==> config.mk <==
export PLATFORM = sky130hd
export DESIGN_NAME = mem_port_arbiter_flat
export DESIGN_NICKNAME = d
export VERILOG_FILES = /design/src/rtl/mem_arb_pkg.sv /design/src/rtl/mem_port_arbiter_if.sv /design/src/rtl/mem_arb_prio.sv /design/src/rtl/mem_port_arbiter.sv /design/src/flat_wrapper.sv
export SDC_FILE = /design/constraint.sdc
export NUM_CORES = 1
export LEC_CHECK = 0
export BUFFER_PORTS_ARGS = -buffer_cell sky130_fd_sc_hd__buf_4
export CORE_MARGIN = 5
export CORE_UTILIZATION = 51
export CTS_BUF_LIST = sky130_fd_sc_hd__clkbuf_4
export CTS_CLUSTER_SIZE = 10
export DETAILED_ROUTE_END_ITERATION = 7
export PLACE_DENSITY = 0.88
export SLEW_MARGIN = 20
export SYNTH_ARGS = -nofsm -noshare
export SYNTH_HDL_FRONTEND = slang
export SYNTH_HIERARCHICAL = 1
export SYNTH_SLANG_ARGS = --single-unit
==> constraint.sdc <==
create_clock -name clk -period 4.6 [get_ports clk]
set_input_delay 0.46 -clock clk [delete_from_list [all_inputs] [get_ports clk]]
set_output_delay 0.46 -clock clk [all_outputs]
set_load 0.005 [all_outputs]
==> src/rtl/mem_arb_pkg.sv <==
// Shared encodings for the single-port SRAM arbiter.
package mem_arb_pkg;

  typedef enum logic [1:0] {
    IDLE  = 2'd0,
    READ  = 2'd1,
    WRITE = 2'd2
  } state_e;

  typedef enum logic {
    OWN_IF = 1'b0,
    OWN_DM = 1'b1
  } owner_e;

  // Sliced down to the instance's byte-lane count.
  localparam logic [63:0] WEB_IDLE = '1;

endpackage

==> src/rtl/mem_port_arbiter_if.sv <==
// Core-side request/response channels plus the SRAM macro pins, grouped as one bundle.
interface mem_port_arbiter_if #(
  parameter int ADDR_SIZE = 32,
  parameter int WORD_SIZE = 32,
  parameter int BYTES     = 4
) ();
  logic                 if_req_valid;
  logic                 if_req_ready;
  logic [ADDR_SIZE-1:0] if_req_addr;
  logic                 if_rsp_valid;
  logic [WORD_SIZE-1:0] if_rsp_data;

  logic                 dm_req_valid;
  logic                 dm_req_ready;
  logic [ADDR_SIZE-1:0] dm_req_addr;
  logic                 dm_req_we;
  logic [BYTES-1:0]     dm_req_be;
  logic [WORD_SIZE-1:0] dm_req_wdata;
  logic                 dm_rsp_valid;
  logic [WORD_SIZE-1:0] dm_rsp_data;

  logic                 mem_oe;
  logic [BYTES-1:0]     mem_web;
  logic [ADDR_SIZE-1:0] mem_addr;
  logic [WORD_SIZE-1:0] mem_DI;
  logic [WORD_SIZE-1:0] mem_DO;

  // Arbiter view.
  modport slave (
    input  if_req_valid, if_req_addr,
    input  dm_req_valid, dm_req_addr, dm_req_we, dm_req_be, dm_req_wdata,
    input  mem_DI,
    output if_req_ready, if_rsp_valid, if_rsp_data,
    output dm_req_ready, dm_rsp_valid, dm_rsp_data,
    output mem_oe, mem_web, mem_addr, mem_DO
  );

  // Core + SRAM view.
  modport master (
    output if_req_valid, if_req_addr,
    output dm_req_valid, dm_req_addr, dm_req_we, dm_req_be, dm_req_wdata,
    output mem_DI,
    input  if_req_ready, if_rsp_valid, if_rsp_data,
    input  dm_req_ready, dm_rsp_valid, dm_rsp_data,
    input  mem_oe, mem_web, mem_addr, mem_DO
  );
endinterface

==> src/rtl/mem_arb_prio.sv <==
// Grant selection between IF and DM: DM wins ties unless IF has waited STARVE_MAX DM grants.
module mem_arb_prio #(
  parameter int STARVE_MAX = 4
) (
  input  logic clk,
  input  logic rst,
  input  logic idle_i,
  input  logic if_valid_i,
  input  logic dm_valid_i,
  output logic if_gnt_o,
  output logic dm_gnt_o
);
  localparam int SW = $clog2(STARVE_MAX + 1);

  logic [SW-1:0] starve_q, starve_d;
  logic          starved, can_gnt;

  assign starved  = (starve_q == SW'(STARVE_MAX));
  // Readies stay low while reset is held, even though the FSM already sits in IDLE.
  assign can_gnt  = idle_i & ~rst;
  assign dm_gnt_o = can_gnt & dm_valid_i & (~if_valid_i | ~starved);
  assign if_gnt_o = can_gnt & if_valid_i & (~dm_valid_i | starved);

  always_comb begin
    starve_d = starve_q;
    if (if_gnt_o)
      starve_d = '0;
    else if (dm_gnt_o && if_valid_i && !starved)
      starve_d = starve_q + SW'(1);
  end

  always_ff @(posedge clk) begin
    if (rst) starve_q <= '0;
    else     starve_q <= starve_d;
  end
endmodule

==> src/rtl/mem_port_arbiter.sv <==
// Shares one synchronous single-port SRAM between instruction fetch (read-only) and data (read/write).
module mem_port_arbiter
  import mem_arb_pkg::*;
#(
  parameter int ADDR_SIZE  = 32,
  parameter int WORD_SIZE  = 32,
  parameter int BYTES      = 4,
  parameter int RD_LAT     = 1,
  parameter int STARVE_MAX = 4
) (
  input logic               clk,
  input logic               rst,
  mem_port_arbiter_if.slave bus
);
  localparam int CW = $clog2(RD_LAT + 1);
  localparam logic [BYTES-1:0] WEB_OFF = WEB_IDLE[BYTES-1:0];

  state_e               state_q, state_d;
  owner_e               owner_q, owner_d;
  logic [CW-1:0]        cnt_q, cnt_d;
  logic                 mem_oe_q, mem_oe_d;
  logic [BYTES-1:0]     mem_web_q, mem_web_d;
  logic [ADDR_SIZE-1:0] mem_addr_q, mem_addr_d;
  logic [WORD_SIZE-1:0] mem_do_q, mem_do_d;
  logic                 if_rsp_valid_q, if_rsp_valid_d;
  logic [WORD_SIZE-1:0] if_rsp_data_q, if_rsp_data_d;
  logic                 dm_rsp_valid_q, dm_rsp_valid_d;
  logic [WORD_SIZE-1:0] dm_rsp_data_q, dm_rsp_data_d;
  logic                 if_gnt, dm_gnt;

  mem_arb_prio #(.STARVE_MAX(STARVE_MAX)) u_prio (
    .clk        (clk),
    .rst        (rst),
    .idle_i     (state_q == IDLE),
    .if_valid_i (bus.if_req_valid),
    .dm_valid_i (bus.dm_req_valid),
    .if_gnt_o   (if_gnt),
    .dm_gnt_o   (dm_gnt)
  );

  always_comb begin
    state_d        = state_q;
    owner_d        = owner_q;
    cnt_d          = cnt_q;
    mem_oe_d       = mem_oe_q;
    mem_web_d      = mem_web_q;
    mem_addr_d     = mem_addr_q;
    mem_do_d       = mem_do_q;
    if_rsp_valid_d = 1'b0;
    if_rsp_data_d  = if_rsp_data_q;
    dm_rsp_valid_d = 1'b0;
    dm_rsp_data_d  = dm_rsp_data_q;
    case (state_q)
      IDLE: begin
        if (dm_gnt) begin
          owner_d    = OWN_DM;
          mem_addr_d = bus.dm_req_addr;
          if (bus.dm_req_we) begin
            state_d   = WRITE;
            mem_web_d = ~bus.dm_req_be;
            mem_do_d  = bus.dm_req_wdata;
          end else begin
            state_d  = READ;
            mem_oe_d = 1'b1;
            cnt_d    = CW'(RD_LAT);
          end
        end else if (if_gnt) begin
          owner_d    = OWN_IF;
          mem_addr_d = bus.if_req_addr;
          state_d    = READ;
          mem_oe_d   = 1'b1;
          cnt_d      = CW'(RD_LAT);
        end
      end
      READ: begin
        // oe covers the RD_LAT wait plus the capture cycle.
        if (cnt_q == '0) begin
          state_d  = IDLE;
          mem_oe_d = 1'b0;
          if (owner_q == OWN_DM) begin
            dm_rsp_valid_d = 1'b1;
            dm_rsp_data_d  = bus.mem_DI;
          end else begin
            if_rsp_valid_d = 1'b1;
            if_rsp_data_d  = bus.mem_DI;
          end
        end else begin
          cnt_d = cnt_q - CW'(1);
        end
      end
      WRITE: begin
        state_d        = IDLE;
        mem_web_d      = WEB_OFF;
        dm_rsp_valid_d = 1'b1;
      end
      default: state_d = IDLE;
    endcase
  end

  always_ff @(posedge clk) begin
    if (rst) begin
      state_q        <= IDLE;
      owner_q        <= OWN_IF;
      cnt_q          <= '0;
      mem_oe_q       <= 1'b0;
      mem_web_q      <= WEB_OFF;
      mem_addr_q     <= '0;
      mem_do_q       <= '0;
      if_rsp_valid_q <= 1'b0;
      if_rsp_data_q  <= '0;
      dm_rsp_valid_q <= 1'b0;
      dm_rsp_data_q  <= '0;
    end else begin
      state_q        <= state_d;
      owner_q        <= owner_d;
      cnt_q          <= cnt_d;
      mem_oe_q       <= mem_oe_d;
      mem_web_q      <= mem_web_d;
      mem_addr_q     <= mem_addr_d;
      mem_do_q       <= mem_do_d;
      if_rsp_valid_q <= if_rsp_valid_d;
      if_rsp_data_q  <= if_rsp_data_d;
      dm_rsp_valid_q <= dm_rsp_valid_d;
      dm_rsp_data_q  <= dm_rsp_data_d;
    end
  end

  assign bus.if_req_ready = if_gnt;
  assign bus.dm_req_ready = dm_gnt;
  assign bus.if_rsp_valid = if_rsp_valid_q;
  assign bus.if_rsp_data  = if_rsp_data_q;
  assign bus.dm_rsp_valid = dm_rsp_valid_q;
  assign bus.dm_rsp_data  = dm_rsp_data_q;
  assign bus.mem_oe       = mem_oe_q;
  assign bus.mem_web      = mem_web_q;
  assign bus.mem_addr     = mem_addr_q;
  assign bus.mem_DO       = mem_do_q;
endmodule

==> src/flat_wrapper.sv <==
// flat-port wrapper written by rule: the top's interface ports become plain ports
module mem_port_arbiter_flat import mem_arb_pkg::*;
#(
  parameter int ADDR_SIZE  = 32,
  parameter int WORD_SIZE  = 32,
  parameter int BYTES      = 4,
  parameter int RD_LAT     = 1,
  parameter int STARVE_MAX = 4
)
  (clk, rst, bus_if_req_valid, bus_if_req_addr, bus_dm_req_valid, bus_dm_req_addr, bus_dm_req_we, bus_dm_req_be, bus_dm_req_wdata, bus_mem_DI, bus_if_req_ready, bus_if_rsp_valid, bus_if_rsp_data, bus_dm_req_ready, bus_dm_rsp_valid, bus_dm_rsp_data, bus_mem_oe, bus_mem_web, bus_mem_addr, bus_mem_DO);
  mem_port_arbiter_if #(.ADDR_SIZE(ADDR_SIZE), .WORD_SIZE(WORD_SIZE), .BYTES(BYTES)) bus_i ();
  input logic clk;
  input logic rst;
  input wire logic [$bits(bus_i.if_req_valid)-1:0] bus_if_req_valid;
  input wire logic [$bits(bus_i.if_req_addr)-1:0] bus_if_req_addr;
  input wire logic [$bits(bus_i.dm_req_valid)-1:0] bus_dm_req_valid;
  input wire logic [$bits(bus_i.dm_req_addr)-1:0] bus_dm_req_addr;
  input wire logic [$bits(bus_i.dm_req_we)-1:0] bus_dm_req_we;
  input wire logic [$bits(bus_i.dm_req_be)-1:0] bus_dm_req_be;
  input wire logic [$bits(bus_i.dm_req_wdata)-1:0] bus_dm_req_wdata;
  input wire logic [$bits(bus_i.mem_DI)-1:0] bus_mem_DI;
  output wire logic [$bits(bus_i.if_req_ready)-1:0] bus_if_req_ready;
  output wire logic [$bits(bus_i.if_rsp_valid)-1:0] bus_if_rsp_valid;
  output wire logic [$bits(bus_i.if_rsp_data)-1:0] bus_if_rsp_data;
  output wire logic [$bits(bus_i.dm_req_ready)-1:0] bus_dm_req_ready;
  output wire logic [$bits(bus_i.dm_rsp_valid)-1:0] bus_dm_rsp_valid;
  output wire logic [$bits(bus_i.dm_rsp_data)-1:0] bus_dm_rsp_data;
  output wire logic [$bits(bus_i.mem_oe)-1:0] bus_mem_oe;
  output wire logic [$bits(bus_i.mem_web)-1:0] bus_mem_web;
  output wire logic [$bits(bus_i.mem_addr)-1:0] bus_mem_addr;
  output wire logic [$bits(bus_i.mem_DO)-1:0] bus_mem_DO;
  assign bus_i.if_req_valid = bus_if_req_valid;
  assign bus_i.if_req_addr = bus_if_req_addr;
  assign bus_i.dm_req_valid = bus_dm_req_valid;
  assign bus_i.dm_req_addr = bus_dm_req_addr;
  assign bus_i.dm_req_we = bus_dm_req_we;
  assign bus_i.dm_req_be = bus_dm_req_be;
  assign bus_i.dm_req_wdata = bus_dm_req_wdata;
  assign bus_i.mem_DI = bus_mem_DI;
  assign bus_if_req_ready = bus_i.if_req_ready;
  assign bus_if_rsp_valid = bus_i.if_rsp_valid;
  assign bus_if_rsp_data = bus_i.if_rsp_data;
  assign bus_dm_req_ready = bus_i.dm_req_ready;
  assign bus_dm_rsp_valid = bus_i.dm_rsp_valid;
  assign bus_dm_rsp_data = bus_i.dm_rsp_data;
  assign bus_mem_oe = bus_i.mem_oe;
  assign bus_mem_web = bus_i.mem_web;
  assign bus_mem_addr = bus_i.mem_addr;
  assign bus_mem_DO = bus_i.mem_DO;
  mem_port_arbiter #(.ADDR_SIZE(ADDR_SIZE), .WORD_SIZE(WORD_SIZE), .BYTES(BYTES), .RD_LAT(RD_LAT), .STARVE_MAX(STARVE_MAX)) u_core (.clk(clk), .rst(rst), .bus(bus_i));
endmodule
==> flow_summary_export.csv, run 1 <==
group,metric,value,unit
finish,insertedDiodeCount,0,
clocking,cts_root_buf,"clkbuf_4",
logic_synthesis,avgSynthCellArea,8.468,µm²
logic_synthesis,synthCells,647,
logic_synthesis,ys_seq_elements,142,
logic_synthesis,synth.area.top_cells,"dfxtp_1 52%, nand2_1 14%, a21oi_1 9.0%",
sta,tightest_slew,1045,ps
global_routing,grt_first_pass_wirelength,24870,µm
routing,vias_per_cell,5.179,
routing,wl_per_cell,15.43,µm
clocking,numCtsBuffers,17,
setup_path,path_buf_inv,1,
clocking,path_clk_slew,120,ps
sta,finalWorstSetupSlack,1435,ps
logic_synthesis,synthArstFlopShare,0,
sta,slew_violations,0,
sta,clock_skew,20.91,ps
logic_synthesis,yosysUniqueCellTypes,39,
clocking,htree_levels,4,
die,die_width,113.7,µm
logic_synthesis,synth_ff_type,"dfxtp_1",
power,p_leak,3.299,nW
placed_design,hpwl,12150,µm
logic_synthesis,synth_most_common_cell,"nand2_1",
sta,final-hold-violation-count,0,
sta,holdWs,106.4,ps
run,timing.max_cap.violations,0,
die,fp.dieH,113.7,µm
outcome,status,"complete, no violations",
clocking,cts_setup_buffers,0,
setup_path,cp.required,5020,ps
setup_path,critPathCapture,"u_core/bus.mem_addr[13]$_SDFFE_PP0P_",
setup_path,worst-path-max-fanout,64,
logic_synthesis,syn_nets,790,
clocking,ctsHoldBuffers,0,
setup_path,max_stage_delay,960,ps
global_routing,gr-total-overflow,0,
global_routing,antenna_found_initial,0,
routing,via_count,5407,
power,finalPower,2.543,mW
setup_path,crit_cells,8,
logic_synthesis,yosysTopAreaCellShare,0.5188,
global_routing,first_global_vias,5185,
sta,setup_tns,0,ps
finish,drive_gt1_frac,0.3491,
die,core,0.01042,mm²
setup_path,cp.arrival,3590,ps
clocking,cts_tree,"built",
setup_path,r2r_end,"u_core/bus.mem_addr[13]$_SDFFE_PP0P_",
clocking,cts_sinks,142,
logic_synthesis,ys_warn_count,6,
sta,period_needed,3165,ps
sta,fin_crit_sh,0.6881,
power,power_density,327.4,mW/mm²
setup_path,end_kind,"flop",
setup_path,critical-path-slowest-cell,"o21a_2",
logic_synthesis,synth_edf_count,0,
setup_path,crit_chain,"inv_1, ha_1, nor2b_1, nand2_1, a31oi_4, o21a_2, nor2_1, a211oi_1",
routing,final_antenna_net_count,0,
logic_synthesis,synth_area_leader_cell,"dfxtp_1",
routing,first_pass_iters,5,
finish,synthToLayoutAreaGrowth,41.72,%
placed_design,dp_slack,1295,ps
routing,drtIter0Drc,399,
finish,nets,1038,
sta,rsz0062_at_grt,"no",
logic_synthesis,synth-seq-area-share,0.5188,
setup_path,crit_family,"compound AO/OA/AOI/OAI gates",
setup_path,rr_startpoint,"u_core/state_q[0]$_SDFFE_PP0P_",
logic_synthesis,netlist_area,0.005479,mm²
clocking,clk_latency,540,ps
sta,max_freq,0.3159,GHz
die,dieArea,0.01292,mm²
clocking,ctsResizeCount,0,
die,ios,274,
placed_design,portBuffers,273,
setup_path,crit_type,"flop to flop",
routing,drc,0,
die,initial_core_util,0.5260,
min_path,hold_class,"input pin to flop",
clocking,cts_buffer_depth,2,
logic_synthesis,netlist_top_cells_count,"201 x nand2_1, 142 x dfxtp_1, 99 x a21oi_1",
setup_path,setup.worst_path.start,"u_core/state_q[0]$_SDFFE_PP0P_",
die,rows,37,
sta,setup_viol,0,
setup_path,crit_path_start_kind,"flop",
setup_path,r2r_cells,8,
global_routing,grt_max_degree,89,
placed_design,gp_congestion,0.9189,
power,ir_drop,0.1805,mV
global_routing,track_usage,0.2395,
routing,drt-total-wl,16110,µm
sta,slew_headroom,0.3035,
setup_path,rrSetupSlack,1430,ps
-- state kept, by name, indices dropped and copies added (netlist names) --
name and count:
u_core/cnt_q 1, u_core/bus.mem_oe 1, u_core/owner_q 1, u_core/bus.mem_DO 32, u_core/bus.mem_addr 32, u_core/state_q 2, u_core/bus.dm_rsp_data 32, u_core/bus.if_rsp_valid 1
u_core/u_prio/starve_q 3, u_core/bus.dm_rsp_valid 1, u_core/bus.if_rsp_data 32, u_core/bus.mem_web 4
-- where the power goes --
group	total, mW	internal [mW]	switching, mW
combinational	0.446	0.236	0.210
sequential	1.35	1.30	0.0473
clock	0.747	0.274	0.473
total	2.54	1.81	0.731
-- stage by stage --
stage               area (µm²)  cells    util
floorplan                 5479    647       -
global placement          7455   1009  0.7157
detailed placement        7492   1012  0.7193
CTS                       7757   1044  0.7447
global route              7765   1044  0.7455
finish                    7765   1044  0.7455
-- routing by layer --
layer / part of all wire / global-route usage / vias up / wire length (µm)
met5: 0 / 0 / - / 0
met4: 0.025 / 0.09696 / 0 / 401
li1: - / - / 2667 / -
met1: 0.37 / 0.2634 / 2458 / 5989
met2: 0.51 / 0.4272 / 252 / 8223
met3: 0.093 / 0.07480 / 30 / 1495
-- how the worst min path moves through the flow --
stage / end / cells after the start / start
final: u_core/bus.mem_web[2]$_SDFFE_PP1P_ / 2 / bus_dm_req_be[2]
after global routing: u_core/bus.mem_web[1]$_SDFFE_PP1P_ / 2 / bus_dm_req_be[1]
after CTS: u_core/bus.mem_web[1]$_SDFFE_PP1P_ / 2 / bus_dm_req_be[1]
after detailed placement: u_core/bus.if_rsp_data[6]$_SDFFE_PP0P_ / 2 / u_core/bus.if_rsp_data[6]$_SDFFE_PP0P_
after global placement: u_core/bus.if_rsp_data[6]$_SDFFE_PP0P_ / 2 / u_core/bus.if_rsp_data[6]$_SDFFE_PP0P_
after floorplan: u_core/bus.dm_rsp_data[0]$_SDFFE_PP0P_ / 2 / u_core/bus.dm_rsp_data[0]$_SDFFE_PP0P_
-- cells by family after synthesis --
logic type,Yosys count,share of synthesized area
compound gates,150,0.1596
fa+ha+maj,6,0.01370
buf+inv,55,0.05549
flops,142,0.5188
mux,32,0.05846
simple gates,262,0.1939
-- cells in the final DEF, fill, tap and decap left out, types with 2 or more instances in the layout --
cell type,Yosys,final
buf_4,6,275
nand2_1,201,201
dfxtp_1,142,142
a21oi_1,99,99
nor2_1,35,35
mux2i_1,32,32
a211oi_1,32,32
clkbuf_4,0,17
inv_1,6,6
ha_1,6,6
clkinvlp_4,0,5
inv_6,0,5
nor2b_1,4,4
nor4_1,3,3
a31oi_1,4,3
o21ai_0,3,3
clkinv_4,0,2
and3_1,3,2
and2_1,2,2
nor3b_1,2,2
o211ai_1,2,2
nand3_1,3,2
o311ai_1,2,2
buf_6,7,2
or3_1,2,2
-- final cells by class --
| class | count | area, µm² |
|---|---|---|
| clock inverter | 15 | 137.6 |
| sequential | 142 | 2843 |
| inverter | 6 | 22.52 |
| tap | 136 | 170.2 |
| timing repair buffer | 278 | 2102 |
| multi-input combinational | 450 | 2362 |
| fill | 765 | 2651 |
| clock buffer | 17 | 127.6 |
No activity file was read; power rests on OpenSTA's default activity.
==> run 2: changes to the inputs <==
--- a/config.mk
+++ b/config.mk
@@ -5,13 +5,14 @@
 export SDC_FILE = /design/constraint.sdc
 export NUM_CORES = 1
 export LEC_CHECK = 0
+export ABC_AREA = 1
 export BUFFER_PORTS_ARGS = -buffer_cell sky130_fd_sc_hd__buf_4
 export CORE_MARGIN = 5
-export CORE_UTILIZATION = 51
+export CORE_UTILIZATION = 48
 export CTS_BUF_LIST = sky130_fd_sc_hd__clkbuf_4
 export CTS_CLUSTER_SIZE = 10
 export DETAILED_ROUTE_END_ITERATION = 7
-export PLACE_DENSITY = 0.88
+export PLACE_DENSITY = 0.83
 export SLEW_MARGIN = 20
 export SYNTH_ARGS = -nofsm -noshare
 export SYNTH_HDL_FRONTEND = slang
==> constraint.sdc (replaced) <==
create_clock -name clk -period 2.95 [get_ports clk]
set_input_delay 0.295 -clock clk [delete_from_list [all_inputs] [get_ports clk]]
set_output_delay 0.295 -clock clk [all_outputs]
set_load 0.005 [all_outputs]
==> flow_summary_export.csv, run 2 <==
group,metric,value,unit
setup_path,rrSetupSlack,780,ps
routing,wl_met2,9527,µm
placed_design,hpwl,12330,µm
global_routing,first_global_vias,6076,
logic_synthesis,synth_edf_count,0,
setup_path,rr_startpoint,"u_core/state_q[0]$_SDFFE_PP0P_",
sta,slew_headroom,0.3291,
logic_synthesis,ys_seq_elements,142,
setup_path,critPathCapture,"bus_dm_req_ready",
sta,finalWorstSetupSlack,463.7,ps
clocking,htree_levels,4,
setup_path,r2r_end,"u_core/bus.mem_addr[27]$_SDFFE_PP0P_",
die,dieArea,0.01399,mm²
placed_design,portBuffers,273,
global_routing,gr-total-overflow,0,
sta,final-hold-violation-count,0,
global_routing,grt_max_degree,71,
global_routing,track_usage,0.2691,
finish,utilization,0.7537,
routing,drtIter0Drc,553,
logic_synthesis,syn_nets,845,
outcome,status,"complete, no violations",
finish,nets,1153,
placed_design,gp_congestion,0.8319,
routing,first_pass_iters,5,
global_routing,antenna_found_initial,1,
sta,period_needed,2486,ps
finish,drive_gt1_frac,0.3216,
sta,setup_tns,0,ps
logic_synthesis,avgSynthCellArea,8.019,µm²
global_routing,grt_first_pass_wirelength,30890,µm
clocking,cts_setup_buffers,0,
clocking,cts_sinks,142,
setup_path,setup.worst_path.start,"u_core/state_q[0]$_SDFFE_PP0P_",
setup_path,worst-path-max-fanout,33,
placed_design,place_area,0.007682,mm²
sta,clock_skew,27.06,ps
finish,final_design_area_no_fill,0.008643,mm²
logic_synthesis,yosysUniqueCellTypes,26,
clocking,path_clk_slew,120,ps
clocking,cts_tree,"built",
logic_synthesis,synth_area_leader_cell,"dfxtp_1",
die,die_width,118.3,µm
setup_path,critical-path-slowest-cell,"buf_4",
min_path,hold_class,"input pin to flop",
setup_path,cp_common_cell,"buf_4",
logic_synthesis,synth_ff_type,"dfxtp_1",
sta,rsz0062_at_grt,"no",
placed_design,dp_slack,812.3,ps
setup_path,r2r_cells,8,
power,power_density,521.6,mW/mm²
min_path,hold_depth,4,
sta,slew_violations,0,
setup_path,max_stage_delay,390,ps
routing,maxUsedRoutingLayer,"met4",
logic_synthesis,ys_warn_count,6,
power,ir_drop,0.5587,mV
logic_synthesis,synth_most_common_cell,"nand2_1",
setup_path,crit_chain,"inv_1, ha_1, nand3_1, a31oi_4, buf_4, buf_4",
finish,layout_common_cells,"280 x buf_4, 155 x nand2_1, 142 x dfxtp_1",
setup_path,end_kind,"output pin",
finish,mostFrequentLayoutCell,"buf_4",
die,core,0.01147,mm²
finish,fillCellCount,836,
die,fp.dieH,118.3,µm
sta,max_freq,0.4022,GHz
finish,synthToLayoutAreaGrowth,53.55,%
routing,met1Wirelength,7561,µm
logic_synthesis,synthCells,702,
logic_synthesis,yosysTopAreaCellShare,0.5050,
clocking,clk_latency,550,ps
logic_synthesis,netlist_area,0.005629,mm²
die,initial_core_util,0.4909,
setup_path,cp.arrival,2190,ps
setup_path,crit_path_start_kind,"flop",
sta,tightest_slew,1005,ps
setup_path,cp.required,2650,ps
logic_synthesis,synth.area.top_cells,"dfxtp_1 51%, nand2_1 10%, nand3_1 9.3%",
routing,met3_length,1825,µm
routing,vias_per_cell,5.290,
clocking,cts_root_buf,"clkbuf_4",
sta,setup_viol,0,
routing,drc,0,
routing,drt-total-wl,19670,µm
sta,fin_crit_sh,0.8428,
die,ios,274,
power,p_leak,4.127,nW
routing,wl_per_cell,16.86,µm
logic_synthesis,synthArstFlopShare,0,
logic_synthesis,netlist_top_cells_count,"155 x nand2_1, 142 x dfxtp_1, 105 x nand3_1",
setup_path,crit_type,"flop to output pin",
clocking,numCtsBuffers,17,
clocking,cts_buffer_depth,2,
routing,via_count,6174,
power,finalPower,4.508,mW
run,timing.max_cap.violations,0,
logic_synthesis,synth-seq-area-share,0.5050,
routing,final_antenna_net_count,0,
die,rows,39,
==> run 2: cell types whose count changed in the layout (fill, tap and decap cells not counted), sizes merged, moves of 5 or more <==
cell         delta
mux2i          -32
nand3         +103
o21ai          +33
o211a          +31
a211oi         -32
dlygate4sd3    +62
a21oi          -27
inv             +5
nand2          -42
nor2           +35
==> run 2: worst min path at each step <==
stage	from	to
global placement	u_core/bus.mem_web[0]$_SDFFE_PP1P_	u_core/bus.mem_web[0]$_SDFFE_PP1P_
finish	bus_dm_req_be[0]	u_core/bus.mem_web[0]$_SDFFE_PP1P_
detailed placement	u_core/bus.mem_web[0]$_SDFFE_PP1P_	u_core/bus.mem_web[0]$_SDFFE_PP1P_
CTS	bus_dm_req_be[0]	u_core/bus.mem_web[0]$_SDFFE_PP1P_
global route	bus_dm_req_be[0]	u_core/bus.mem_web[0]$_SDFFE_PP1P_
floorplan	bus_mem_DI[0]	u_core/bus.if_rsp_data[0]$_SDFFE_PP0P_
==> run 2: what timing repair did <==
item / CTS / global route
hold buffers: 62 / 0
hold endpoints to repair: 89 / 0
gates resized for setup: 0 / 0
==> run 2: final cells by class <==
| class | count | area, µm² | area share |
|---|---|---|---|
| sequential | 142 | 2843 | 0.3289 |
| timing repair buffer | 344 | 2763 | 0.3196 |
| multi-input combinational | 488 | 2454 | 0.2839 |
| clock inverter | 13 | 195.2 | 0.02258 |
| tap | 143 | 178.9 | 0.02070 |
| clock buffer | 19 | 142.6 | 0.01650 |
| inverter | 17 | 65.06 | 0.007528 |
| antenna | 1 | 2.502 | 0.0002895 |
==> run 2: per-layer routing <==
| metal | global-route usage | vias to the layer above |
|---|---|---|
| li1 | - | 2971 |
| met1 | 0.3079 | 2851 |
| met2 | 0.4437 | 291 |
| met3 | 0.1027 | 61 |
| met4 | 0.1262 | 0 |
| met5 | 0 | - |
==> run 2: cell families after synthesis <==
| kind of cell | count (synthesis) | synth area share |
|---|---|---|
| DFF | 142 | 0.5050 |
| adders and majority gates | 6 | 0.01334 |
| xor gates and xnor gates | 1 | 0.001556 |
| AOI/OAI and AO/OA | 144 | 0.1585 |
| and+or+nand+nor | 337 | 0.2589 |
| buffers and inverters | 72 | 0.06268 |
==> run 2: metrics by stage <==
stage	hold WS [ps]	cells
3_5_place_dp	449.7	1072
6_report	42.37	1167
3_3_place_gp	441.1	1072
4_1_cts	1.441	1166
5_1_grt	14.18	1167
2_1_floorplan	429.9	702
==> run 2: worst max-delay path, delay by kind of cell (launching register included) <==
kind,cells,cell delay [ps]
buffers and inverters,3,670
DFF,1,340
adders and majority gates,1,230
AOI/OAI and AO/OA,1,270
and+or+nand+nor,1,140
==> run 2: where the power goes <==
group,internal [mW],switching (mW),total [mW]
Clock,0.766,0.693,1.46
Sequential,2.05,0.0816,2.14
Combinational,0.464,0.449,0.913
==> run 3: changes to the inputs <==
--- a/config.mk
+++ b/config.mk
@@ -8,11 +8,11 @@
 export ABC_AREA = 1
 export BUFFER_PORTS_ARGS = -buffer_cell sky130_fd_sc_hd__buf_4
 export CORE_MARGIN = 5
-export CORE_UTILIZATION = 48
+export CORE_UTILIZATION = 43
 export CTS_BUF_LIST = sky130_fd_sc_hd__clkbuf_4
 export CTS_CLUSTER_SIZE = 10
 export DETAILED_ROUTE_END_ITERATION = 7
-export PLACE_DENSITY = 0.83
+export PLACE_DENSITY = 0.78
 export SLEW_MARGIN = 20
 export SYNTH_ARGS = -nofsm -noshare
 export SYNTH_HDL_FRONTEND = slang
==> constraint.sdc (replaced) <==
create_clock -name clk -period 2.11 [get_ports clk]
set_input_delay 0.211 -clock clk [delete_from_list [all_inputs] [get_ports clk]]
set_output_delay 0.211 -clock clk [all_outputs]
set_load 0.005 [all_outputs]
==> flow_summary_export.csv, run 3 (synthesis results as in run 2) <==
group,metric,value,unit
clocking,numCtsBuffers,17,
sta,fin_crit_sh,0.9575,
sta,final-hold-violation-count,0,
routing,via_count,6521,
routing,vias_per_cell,5.083,
setup_path,crit_family,"buffers and inverters",
min_path,hold_depth,4,
die,initial_core_util,0.4425,
power,p_leak,4.507,nW
routing,met1Wirelength,8234,µm
routing,drc,0,
sta,setup_tns,0,ps
routing,wl_met2,10910,µm
die,fp.dieH,124.4,µm
sta,slew_violations,0,
die,core,0.01272,mm²
setup_path,cp.arrival,2490,ps
setup_path,rr_startpoint,"u_core/state_q[1]$_SDFFE_PP0P_",
global_routing,gr-total-overflow,0,
clocking,htree_levels,4,
routing,final_antenna_net_count,0,
global_routing,grt_max_degree,72,
setup_path,crit_type,"flop to flop",
placed_design,gp_congestion,0.8224,
setup_path,cp_common_cell,"nor2_4",
routing,first_pass_iters,5,
setup_path,cp.required,2580,ps
setup_path,critical-path-slowest-cell,"dfxtp_1",
placed_design,portBuffers,273,
sta,finalWorstSetupSlack,89.60,ps
finish,final_design_area_no_fill,0.009554,mm²
die,ios,274,
setup_path,path_buf_inv,4,
sta,holdWs,61.38,ps
sta,max_freq,0.4950,GHz
setup_path,crit_cells,10,
setup_path,max_stage_delay,350,ps
routing,wl_per_cell,16.84,µm
power,ir_drop,0.4192,mV
min_path,hold_class,"input pin to flop",
routing,met3_length,1528,µm
power,power_density,646.7,mW/mm²
routing,drtIter0Drc,425,
placed_design,dp_slack,246.8,ps
routing,drt-total-wl,21610,µm
finish,synthToLayoutAreaGrowth,69.73,%
clocking,cts_sinks,142,
sta,setup_viol,0,
clocking,cts_root_buf,"clkbuf_4",
clocking,path_clk_slew,110,ps
clocking,cts_buffer_depth,2,
clocking,cts_tree,"built",
global_routing,grt_first_pass_wirelength,34090,µm
sta,period_needed,2020,ps
setup_path,end_kind,"flop",
routing,maxUsedRoutingLayer,"met4",
sta,slew_headroom,0.4760,
min_path,hold_path.startpoint,"bus_dm_req_we",
finish,mostFrequentLayoutCell,"buf_4",
setup_path,worst-path-max-fanout,14,
die,rows,41,
finish,layout_common_cells,"291 x buf_4, 155 x nand2_1, 142 x dfxtp_1",
finish,multiInputGateArea,0.002464,mm²
setup_path,crit_chain,"inv_1, ha_2, nand3_1, a31oi_4, buf_6, nor2_4, nor2_4, buf_4, clkbuf_16, o211a_1",
die,dieArea,0.01548,mm²
setup_path,setup.worst_path.start,"u_core/state_q[1]$_SDFFE_PP0P_",
die,die_width,124.4,µm
placed_design,place_area,0.007804,mm²
global_routing,first_global_vias,6614,
finish,fillCellCount,892,
clocking,clk_latency,530,ps
sta,tightest_slew,786.1,ps
finish,ff_latch_area,0.002843,mm²
sta,clock_skew,17.17,ps
setup_path,r2r_cells,10,
outcome,status,"complete, no violations",
setup_path,crit_path_start_kind,"flop",
global_routing,track_usage,0.2687,
run,timing.max_cap.violations,0,
global_routing,antenna_found_initial,1,
finish,drive_gt1_frac,0.3153,
finish,nets,1241,
placed_design,hpwl,12340,µm
## run 3: changes by cell type in the layout (fill, tap and decap cells not counted), moves of 2 or more
cell and delta:
buf_12 +3, buf_4 +11, bufinv_16 -3, clkbuf_16 +2, clkinv_1 -2, clkinv_2 +2, clkinvlp_4 +2, dlygate4sd3_1 +70
## run 3: worst paths after layout
kind / to / slack [ps]
worst max register to register: u_core/bus.mem_addr[13]$_SDFFE_PP0P_ / 90
worst min-delay path: u_core/state_q[0]$_SDFFE_PP0P_ / 60
worst max-delay path: u_core/bus.mem_addr[13]$_SDFFE_PP0P_ / 90
worst min register to register: u_core/bus.dm_rsp_data[27]$_SDFFE_PP0P_ / 470
## run 3: tightest hold or removal path: stages
cell     delay (ps)
buf_4            90
nand2_2          90
nand3_1         100
a21oi_1          60
## run 3: layout make-up
type                    count  area share
repair buffers            432      0.3872
flip-flops and latches    142      0.2975
multi-input cells         488      0.2579
well taps                 172     0.02252
clock buffers              19     0.01493
clock inverters            12     0.01283
inverters                  17    0.006810
diodes                      1   0.0002619
## run 3: metal layers
layer / track usage / up-vias
li1: - / 3141
met3: 0.07976 / 74
met4: 0.1393 / 0
met1: 0.2984 / 3022
met5: 0 / -
met2: 0.4634 / 284
## run 3: metrics by stage
stage                     power, mW  instances    util
after floorplan               3.578        702       -
after global placement        4.205       1109  0.6134
after detailed placement      4.222       1109  0.6134
after CTS                     6.122       1275  0.7428
after global routing          6.468       1283  0.7510
final                         6.179       1283  0.7510
## run 3: what timing repair did
item                       4_1_cts  5_1_grt
resized for setup                3        4
hold buffers                   132        0
hold endpoints to repair       135        0
cloned                           1        2
pin swaps                        0        1
setup endpoints to repair        1       29
buffers inserted                 2        5
## run 3: power breakdown
| group | total (mW) | leakage (nW) | switching, mW | internal, mW |
|---|---|---|---|---|
| Combinational | 1.51 | 3.21 | 0.697 | 0.811 |
| Clock | 1.69 | 0.139 | 0.975 | 0.711 |
| Sequential | 2.99 | 1.16 | 0.113 | 2.87 |
| Total | 6.18 | 4.51 | 1.78 | 4.39 |
